## src/rtl/debug_spi_tracer.sv

```systemverilog
// Multi-channel debug trace serializer: captures parallel debug words into a
// snapshot FIFO and shifts each snapshot out as a mode-0 SPI frame per channel.
module debug_spi_tracer #(
   parameter int CHANNELS  = 4,
   parameter int WIDTH     = 32,
   parameter int DEPTH     = 4,
   parameter int DIV       = 4,
   parameter int GAP       = 2,
   parameter int LSB_FIRST = 0
) (
   input  logic                         clk,
   input  logic                         rst_n,
   input  logic                         capture,
   input  logic [CHANNELS*WIDTH-1:0]    ch_data,
   input  logic [CHANNELS-1:0]          ch_en,
   output logic                         spi_sck,
   output logic [CHANNELS-1:0]          spi_cs_n,
   output logic [CHANNELS-1:0]          spi_mosi,
   output logic                         busy,
   output logic [$clog2(DEPTH+1)-1:0]   fifo_level,
   output logic [15:0]                  overflow_cnt
);

   localparam int LVL_W   = $clog2(DEPTH + 1);
   localparam int PTR_W   = $clog2(DEPTH);
   localparam int CNT_MAX = (DIV > GAP) ? DIV : GAP;
   localparam int CNT_W   = (CNT_MAX > 1) ? $clog2(CNT_MAX) : 1;
   localparam int BIT_W   = $clog2(WIDTH);

   typedef enum logic [1:0] {
      ST_IDLE,
      ST_SHIFT,
      ST_HOLD,
      ST_GAP
   } state_t;

   // Snapshot FIFO
   logic [CHANNELS*WIDTH-1:0] mem [DEPTH];
   logic [PTR_W-1:0]          wr_ptr_reg;
   logic [PTR_W-1:0]          rd_ptr_reg;
   logic [LVL_W-1:0]          level_reg;
   logic [LVL_W-1:0]          level_next;
   logic [15:0]               ovf_reg;
   logic                      pop;
   logic                      push;
   logic                      drop;

   // Frame engine
   state_t                          state_reg, state_next;
   logic [CNT_W-1:0]                cnt_reg, cnt_next;
   logic                            phase_reg, phase_next;
   logic [BIT_W-1:0]                bit_reg, bit_next;
   logic [CHANNELS-1:0][WIDTH-1:0]  shift_reg, shift_next;
   logic [CHANNELS-1:0][WIDTH-1:0]  shifted;
   logic [CHANNELS-1:0]             en_reg, en_next;
   logic [CHANNELS-1:0]             head_bit;
   logic                            frame_active;

   // Registered outputs
   logic                sck_reg, sck_next;
   logic [CHANNELS-1:0] cs_n_reg, cs_n_next;
   logic [CHANNELS-1:0] mosi_reg, mosi_next;
   logic                busy_reg, busy_next;

   // A full FIFO still accepts a capture when the engine pops in the same cycle.
   assign pop  = (state_reg == ST_IDLE) && (level_reg != '0);
   assign push = capture && ((level_reg != LVL_W'(DEPTH)) || pop);
   assign drop = capture && !push;

   always_comb begin
      level_next = level_reg;
      unique case ({push, pop})
         2'b10:   level_next = level_reg + LVL_W'(1);
         2'b01:   level_next = level_reg - LVL_W'(1);
         default: level_next = level_reg;
      endcase
   end

   always_ff @(posedge clk or negedge rst_n) begin
      if (!rst_n) begin
         wr_ptr_reg <= '0;
         rd_ptr_reg <= '0;
         level_reg  <= '0;
         ovf_reg    <= '0;
      end else begin
         if (push) wr_ptr_reg <= wr_ptr_reg + PTR_W'(1);
         if (pop)  rd_ptr_reg <= rd_ptr_reg + PTR_W'(1);
         level_reg <= level_next;
         if (drop && (ovf_reg != 16'hFFFF)) ovf_reg <= ovf_reg + 16'd1;
      end
   end

   always_ff @(posedge clk) begin
      if (push) mem[wr_ptr_reg] <= ch_data;
   end

   // Per-channel shift and the bit that will be on MOSI after the update.
   generate
      for (genvar gi = 0; gi < CHANNELS; gi++) begin : g_chan
         if (LSB_FIRST != 0) begin : g_lsb
            assign shifted[gi]  = {1'b0, shift_reg[gi][WIDTH-1:1]};
            assign head_bit[gi] = shift_next[gi][0];
         end else begin : g_msb
            assign shifted[gi]  = {shift_reg[gi][WIDTH-2:0], 1'b0};
            assign head_bit[gi] = shift_next[gi][WIDTH-1];
         end
      end
   endgenerate

   always_comb begin
      state_next = state_reg;
      cnt_next   = cnt_reg;
      phase_next = phase_reg;
      bit_next   = bit_reg;
      shift_next = shift_reg;
      en_next    = en_reg;
      unique case (state_reg)
         ST_IDLE: begin
            if (pop) begin
               state_next = ST_SHIFT;
               cnt_next   = '0;
               phase_next = 1'b0;
               bit_next   = '0;
               shift_next = mem[rd_ptr_reg];
               en_next    = ch_en;
            end
         end
         ST_SHIFT: begin
            if (cnt_reg == CNT_W'(DIV - 1)) begin
               cnt_next = '0;
               if (!phase_reg) begin
                  phase_next = 1'b1;
               end else begin
                  phase_next = 1'b0;
                  // The last bit is not shifted away so HOLD keeps it on MOSI.
                  if (bit_reg == BIT_W'(WIDTH - 1)) begin
                     state_next = ST_HOLD;
                  end else begin
                     bit_next   = bit_reg + BIT_W'(1);
                     shift_next = shifted;
                  end
               end
            end else begin
               cnt_next = cnt_reg + CNT_W'(1);
            end
         end
         ST_HOLD: begin
            if (cnt_reg == CNT_W'(DIV - 1)) begin
               state_next = ST_GAP;
               cnt_next   = '0;
            end else begin
               cnt_next = cnt_reg + CNT_W'(1);
            end
         end
         ST_GAP: begin
            if (cnt_reg == CNT_W'(GAP - 1)) begin
               state_next = ST_IDLE;
               cnt_next   = '0;
            end else begin
               cnt_next = cnt_reg + CNT_W'(1);
            end
         end
         default: state_next = ST_IDLE;
      endcase

      // Outputs are derived from the next state so they register in step with it.
      frame_active = (state_next == ST_SHIFT) || (state_next == ST_HOLD);
      sck_next     = (state_next == ST_SHIFT) && phase_next;
      cs_n_next    = frame_active ? ~en_next : '1;
      mosi_next    = frame_active ? (head_bit & en_next) : '0;
      busy_next    = (state_next != ST_IDLE);
   end

   always_ff @(posedge clk or negedge rst_n) begin
      if (!rst_n) begin
         state_reg <= ST_IDLE;
         cnt_reg   <= '0;
         phase_reg <= 1'b0;
         bit_reg   <= '0;
         shift_reg <= '0;
         en_reg    <= '0;
         sck_reg   <= 1'b0;
         cs_n_reg  <= '1;
         mosi_reg  <= '0;
         busy_reg  <= 1'b0;
      end else begin
         state_reg <= state_next;
         cnt_reg   <= cnt_next;
         phase_reg <= phase_next;
         bit_reg   <= bit_next;
         shift_reg <= shift_next;
         en_reg    <= en_next;
         sck_reg   <= sck_next;
         cs_n_reg  <= cs_n_next;
         mosi_reg  <= mosi_next;
         busy_reg  <= busy_next;
      end
   end

   assign spi_sck      = sck_reg;
   assign spi_cs_n     = cs_n_reg;
   assign spi_mosi     = mosi_reg;
   assign busy         = busy_reg;
   assign fifo_level   = level_reg;
   assign overflow_cnt = ovf_reg;

endmodule

```

## config.mk

```make
export PLATFORM = sky130hd
export DESIGN_NAME = debug_spi_tracer
export DESIGN_NICKNAME = d
export VERILOG_FILES = /design/src/rtl/debug_spi_tracer.sv
export SDC_FILE = /design/constraint.sdc
export NUM_CORES = 1
export LEC_CHECK = 0
export BUFFER_PORTS_ARGS = -buffer_cell sky130_fd_sc_hd__buf_2
export CAP_MARGIN = 20
export CORE_MARGIN = 10
export CORE_UTILIZATION = 55
export CTS_CLUSTER_DIAMETER = 150
export DETAILED_ROUTE_END_ITERATION = 8
export GPL_ROUTABILITY_DRIVEN = 0
export GPL_TIMING_DRIVEN = 0
export PLACE_DENSITY_LB_ADDON = 0.2
export SETUP_SLACK_MARGIN = 0.3
export SKIP_CTS_REPAIR_TIMING = 1
export SLEW_MARGIN = 20
export SYNTH_ARGS = -nofsm -noshare
export SYNTH_HDL_FRONTEND = slang
export SYNTH_SLANG_ARGS = --single-unit
```

## constraint.sdc

```tcl
create_clock -name clk -period 11.3 [get_ports clk]
set_input_delay 3.39 -clock clk [delete_from_list [all_inputs] [get_ports clk]]
set_output_delay 3.39 -clock clk [all_outputs]
set_load 0.05 [all_outputs]
```

Word level (Yosys, flattened, before mapping)
Memories as Yosys holds them, arrays and structs flattened.
Index checks and enable logic that the tools add are counted.

word-level totals
  word-level logic and storage cells = 94
  bits in writable memories = 512
  input port bits = 135
  output and inout port bits = 29
  bits in registers = 175
  memories = 1
  latch bits = 0
  bits in read-only memories = 0

operators by class
  muxes and demuxes = 32
  order comparisons = 0
  add/subtract/negate cells = 7
  reduce and logical (&&, ||, !) cells = 15
  divide/modulo/power cells = 0
  multiply operators = 0
  equal/unequal tests = 16
  shift operators = 0
  bitwise operators = 2

memory list
  name  words  width  rd ports  clocked after memory_dff  write ports  line  text
  mem   4      128    1         0                         1            38    logic [CHANNELS*WIDTH-1:0] mem [DEPTH];

operators by type and width
  kind                                                 count
  two-way mux 128 bit                                  4
  case mux 128 bit (2 select lines)                    1
  two-way mux 5 bit                                    4
  two-way mux 2 bit                                    9
  adder 16 x 1 -> 16 bit, second input constant        1
  two-way mux 4 bit                                    4
  inequality test 16 bit, second input constant        1
  equality test 2 bit, second input constant           5
  case mux 5 bit (2 select lines)                      1
  equality test 2 x 1 -> 1 bit, second input constant  4
  inequality test 2 bit, second input constant         4
  case mux 2 bit (4 select lines)                      1
  adder 2 x 1 -> 2 bit, second input constant          3
  case mux 2 bit (3 select lines)                      1
  case mux 3 bit (2 select lines)                      1
  nonzero test 2 bit                                   3
  adder 5 x 1 -> 5 bit, second input constant          1
  equality test 5 bit, second input constant           1
  logical AND 1 bit                                    5
  two-way mux 1 bit                                    5
  AND reduction 5 bit                                  1
  AND 4 bit                                            1
  inverter 4 bit                                       1
  adder 3 x 1 -> 3 bit, second input constant          1
  other kinds (8)                                      9

Logic depth before layout (Yosys ltp)
  depth after elaboration = 8
  gate-level depth with buffers = 13
  mapped depth without buffers = 11

Worst setup path after synthesis
Ideal clock, no wire load.

  path kind = input port to flip-flop
  start = input port capture
  end = memory mem[0][0] in the netlist's numbering, enable pin
  setup time = 502 ps
  buffers on the path = 1
  stages = 3
  setup slack = 4086 ps
  data arrival time = 6711 ps
  required time = 10798 ps
  cells stage by stage = nor2b_1 clkbuf_1 and2_1

between the ends
  word-level cells in the longest chain between the ends = 3

RTL lines
  item                                     line  text
  from (decl)                              13    input logic capture,
  logical AND 1 bit                        67    assign push = capture && ((level_reg != LVL_W'(DEPTH)) || pop);
  two-way mux 1 bit                        94    if (push) mem[wr_ptr_reg] <= ch_data;
  two-way mux 1 bit (not written as such)  94
  to (decl)                                38

Every way passes these cells.

Final worst setup path
  start = register level_reg[0], in the netlist fifo_level[0]
  end = output port fifo_level[0]

RTL lines
  item                    line  text
  from (decl)             41    logic [LVL_W-1:0] level_reg;
  from (signal assigned)  88    level_reg <= level_next;
  to (decl)               20    output logic [$clog2(DEPTH+1)-1:0] fifo_level,

No word-level cell between the ends.

==> flow_summary_export.csv <==
group,metric,value,unit
timing,rsz0062_at_grt,"false",
clocking,clk_latency,610,ps
job,drv_cap,0,
die,die_y,239,um
power,intPower,5.65,mW
global_route,grt_pass1_wl,85400,um
die,rows,80,
clocking,clk_pin_slew_worst_paths,60,ps
setup_path,max_stage_delay,560,ps
logic_synthesis,synth_most_common_cell,"edfxtp_1",
layout,fillCellCount,3319,
detailed_routing,antenna_left,0,
logic_synthesis,ys_dominant_reg_cell,"edfxtp_1",
logic_synthesis,synth_cell_types,47,
global_route,grt_overflow,0,
layout,finalNetCount,1842,
power,powerDensity,268,nW/um^2
timing,fin_tns_setup,0,ps
clocking,ctsHtreeMaxLevel,3,
power,power.total,8.17,mW
layout,drive_gt1_share,26.9,%
setup_path,crit_arrival,1500,ps
logic_synthesis,syn_nets,1593,
power,swShare,30.9,%
power,p_clk_share,27.9,%
logic_synthesis,netlist_instances,1440,
status,status,"finished, final reports clean",
global_route,grt_max_degree,63,
clocking,cts-root-buf,"clkbuf_16",
logic_synthesis,synth.yosys.warnings,0,
timing,skew,27.0,ps
logic_synthesis,synth_edf_count,512,
logic_synthesis,ys_top_cells_by_count,"edfxtp_1 (512), dfrtp_1 (171), nand2_1 (141), mux4_2 (128), a22oi_1 (125)",
detailed_routing,drt-initial-drc-count,1281,
power,p_switching,2.52,mW
logic_synthesis,synth.avg_cell_area,18.2,um^2
timing,period_minus_slack,4890,ps
detailed_routing,drc,0,
setup_path,worstPathMaxFanout,6,
setup_path,cp.required,7910,ps
clocking,cts_buffers,70,
global_route,grt_pass1_vias,14709,
hold_path,worstHoldPathType,"reg -> reg",
timing,finalMaxSlewViolations,0,
placement,hpwl,34600,um
setup_path,crit_family,"flip-flops",
setup_path,rrSetupSlack,8160,ps
die,die_w,239,um
logic_synthesis,yosys.area.top_type,"edfxtp_1",
timing,final_hold_viol_count,0,
timing,setup_viol_count_final,0,
detailed_routing,wirelength,54800,um
timing,fin_crit_sh,43.3,%
setup_path,end_kind,"output port",
logic_synthesis,yosysSeqAreaShare,75.2,%
logic_synthesis,synthTopCellsByArea,"edfxtp_1 (59%), dfrtp_1 (16%), mux4_2 (11%)",
timing,clock.fmax,205,MHz
die,die_area,56900,um^2
layout,stdcell_count,2367,
layout,largest_reg_flops,512,
setup_path,critPathSlowestCell,"dfrtp_1",
timing,maxSlewHeadroom,26.4,%
setup_path,crit_chain,"buf_2",
clocking,cts_tree,"built",
timing,tightest_slew,1100,ps
die,io_pins,164,
layout,multiInputGateArea,6050,um^2
layout,seq_area,19800,um^2
setup_path,critical_path_class,"reg -> out",
clocking,clkSinkCount,687,
clocking,cts_buffer_depth,3,
logic_synthesis,synthArstFlopShare,25.5,%
detailed_routing,viasPerCell,5.90,
setup_path,cp.buffers_inverters,1,
global_route,antenna_found_initial,11,
global_route,grt_usage,19.6,%
power,power_leakage,11.0,nW
layout,area_delta_synth_final,16.1,%
die,coreArea,47400,um^2
setup_path,cp-start-kind,"register",
logic_synthesis,synth_area,26300,um^2
power,power_frac_comb,28.0,%
logic_synthesis,synth_top_area_share,58.5,%
power,pwr-share-seq,44.1,%
power,ir_drop,0.141,mV
die,initial_utilization,55.4,%
placement,io_buffers,163,
placement,dp_cells,2232,
detailed_routing,routedWlPerCell,23.2,um
logic_synthesis,synth-seq-cells,687,
detailed_routing,drtPass1Iterations,5,
detailed_routing,via_count,13975,
==> stage by stage <==
step	area [um^2]	util (%)	hold WS, ps	worst slack (ps)
final	30500	64.3	463	6410
after global placement	27900	58.7	446	1270
after floorplan	26300	-	433	4090
after global routing	30500	64.3	483	6310
after CTS	30500	64.3	465	6370
after detailed placement	28200	59.4	453	5810
==> final timing paths <==
path,start,to,depth (start not counted)
max reg2reg,state_reg[1],fifo_level[2],13
min,shift_reg[31],shift_reg[31],2
min in group asynchronous,rst_n,shift_reg[80],1
min reg2reg,shift_reg[31],shift_reg[31],2
max,fifo_level[0],fifo_level[0],1
max in group asynchronous,rst_n,spi_cs_n[1],2
==> cell usage in the layout (no fill, tap or decap), types with 5 or more instances in the layout <==
cell / count
edfxtp_1: 512
buf_2: 196
dfrtp_1: 171
nand2_1: 141
mux4_2: 128
a22oi_1: 125
o21ai_1: 122
clkbuf_16: 74
clkbuf_1: 67
ha_1: 17
inv_1: 16
xor2_1: 12
buf_4: 10
a21oi_1: 10
nand3_1: 8
xnor2_1: 8
clkinv_2: 8
clkbuf_8: 8
buf_12: 8
o21ai_0: 7
nor3_1: 7
nor2_1: 6
and3_1: 6
a22o_1: 6
nand4_1: 6
buf_16: 6
diode_2: 5
clkinv_1: 5
==> kinds of logic (layout without fill, tap and decap cells) <==
kind of cell,Yosys count,count (layout),share of synthesized area [%]
XOR/XNOR,20,20,0.667
other,0,5,0
adder cells (fa/ha/maj),18,18,0.886
multiplexers,134,134,11.3
AO/OA/AOI/OAI,278,278,6.70
flip-flops,687,687,75.2
buffers and inverters,105,412,1.81
AND/OR/NAND/NOR,198,198,3.47
==> final cells by class <==
| cell class | instances | area share, % |
|---|---|---|
| inverters | 17 | 0.209 |
| diodes | 5 | 0.0410 |
| flip-flops and latches | 687 | 64.8 |
| plain buffers | 88 | 1.35 |
| well taps | 615 | 2.52 |
| clock inverters | 23 | 0.755 |
| multi-input cells | 648 | 19.8 |
| repair buffers | 177 | 3.77 |
| clock buffers | 107 | 6.74 |
==> metal layers <==
layer	GRT usage (%)	up-vias	routed length [um]
met2	31.0	388	26600
met5	0	-	72
li1	-	6231	-
met4	7.03	10	1140
met3	4.24	81	3400
met1	26.8	7265	23600
==> power groups by stage <==
| stage | logic (mW) | registers, mW | clock network [mW] |
|---|---|---|---|
| floorplan | 1.53 | 3.71 | 0 |
| global placement | 2.21 | 3.72 | 0 |
| detailed placement | 2.32 | 3.65 | 0 |
| CTS | 2.33 | 3.60 | 2.33 |
| global route | 2.51 | 3.66 | 2.43 |
| finish | 2.29 | 3.60 | 2.28 |
Power figures use the tool's default switching activity.
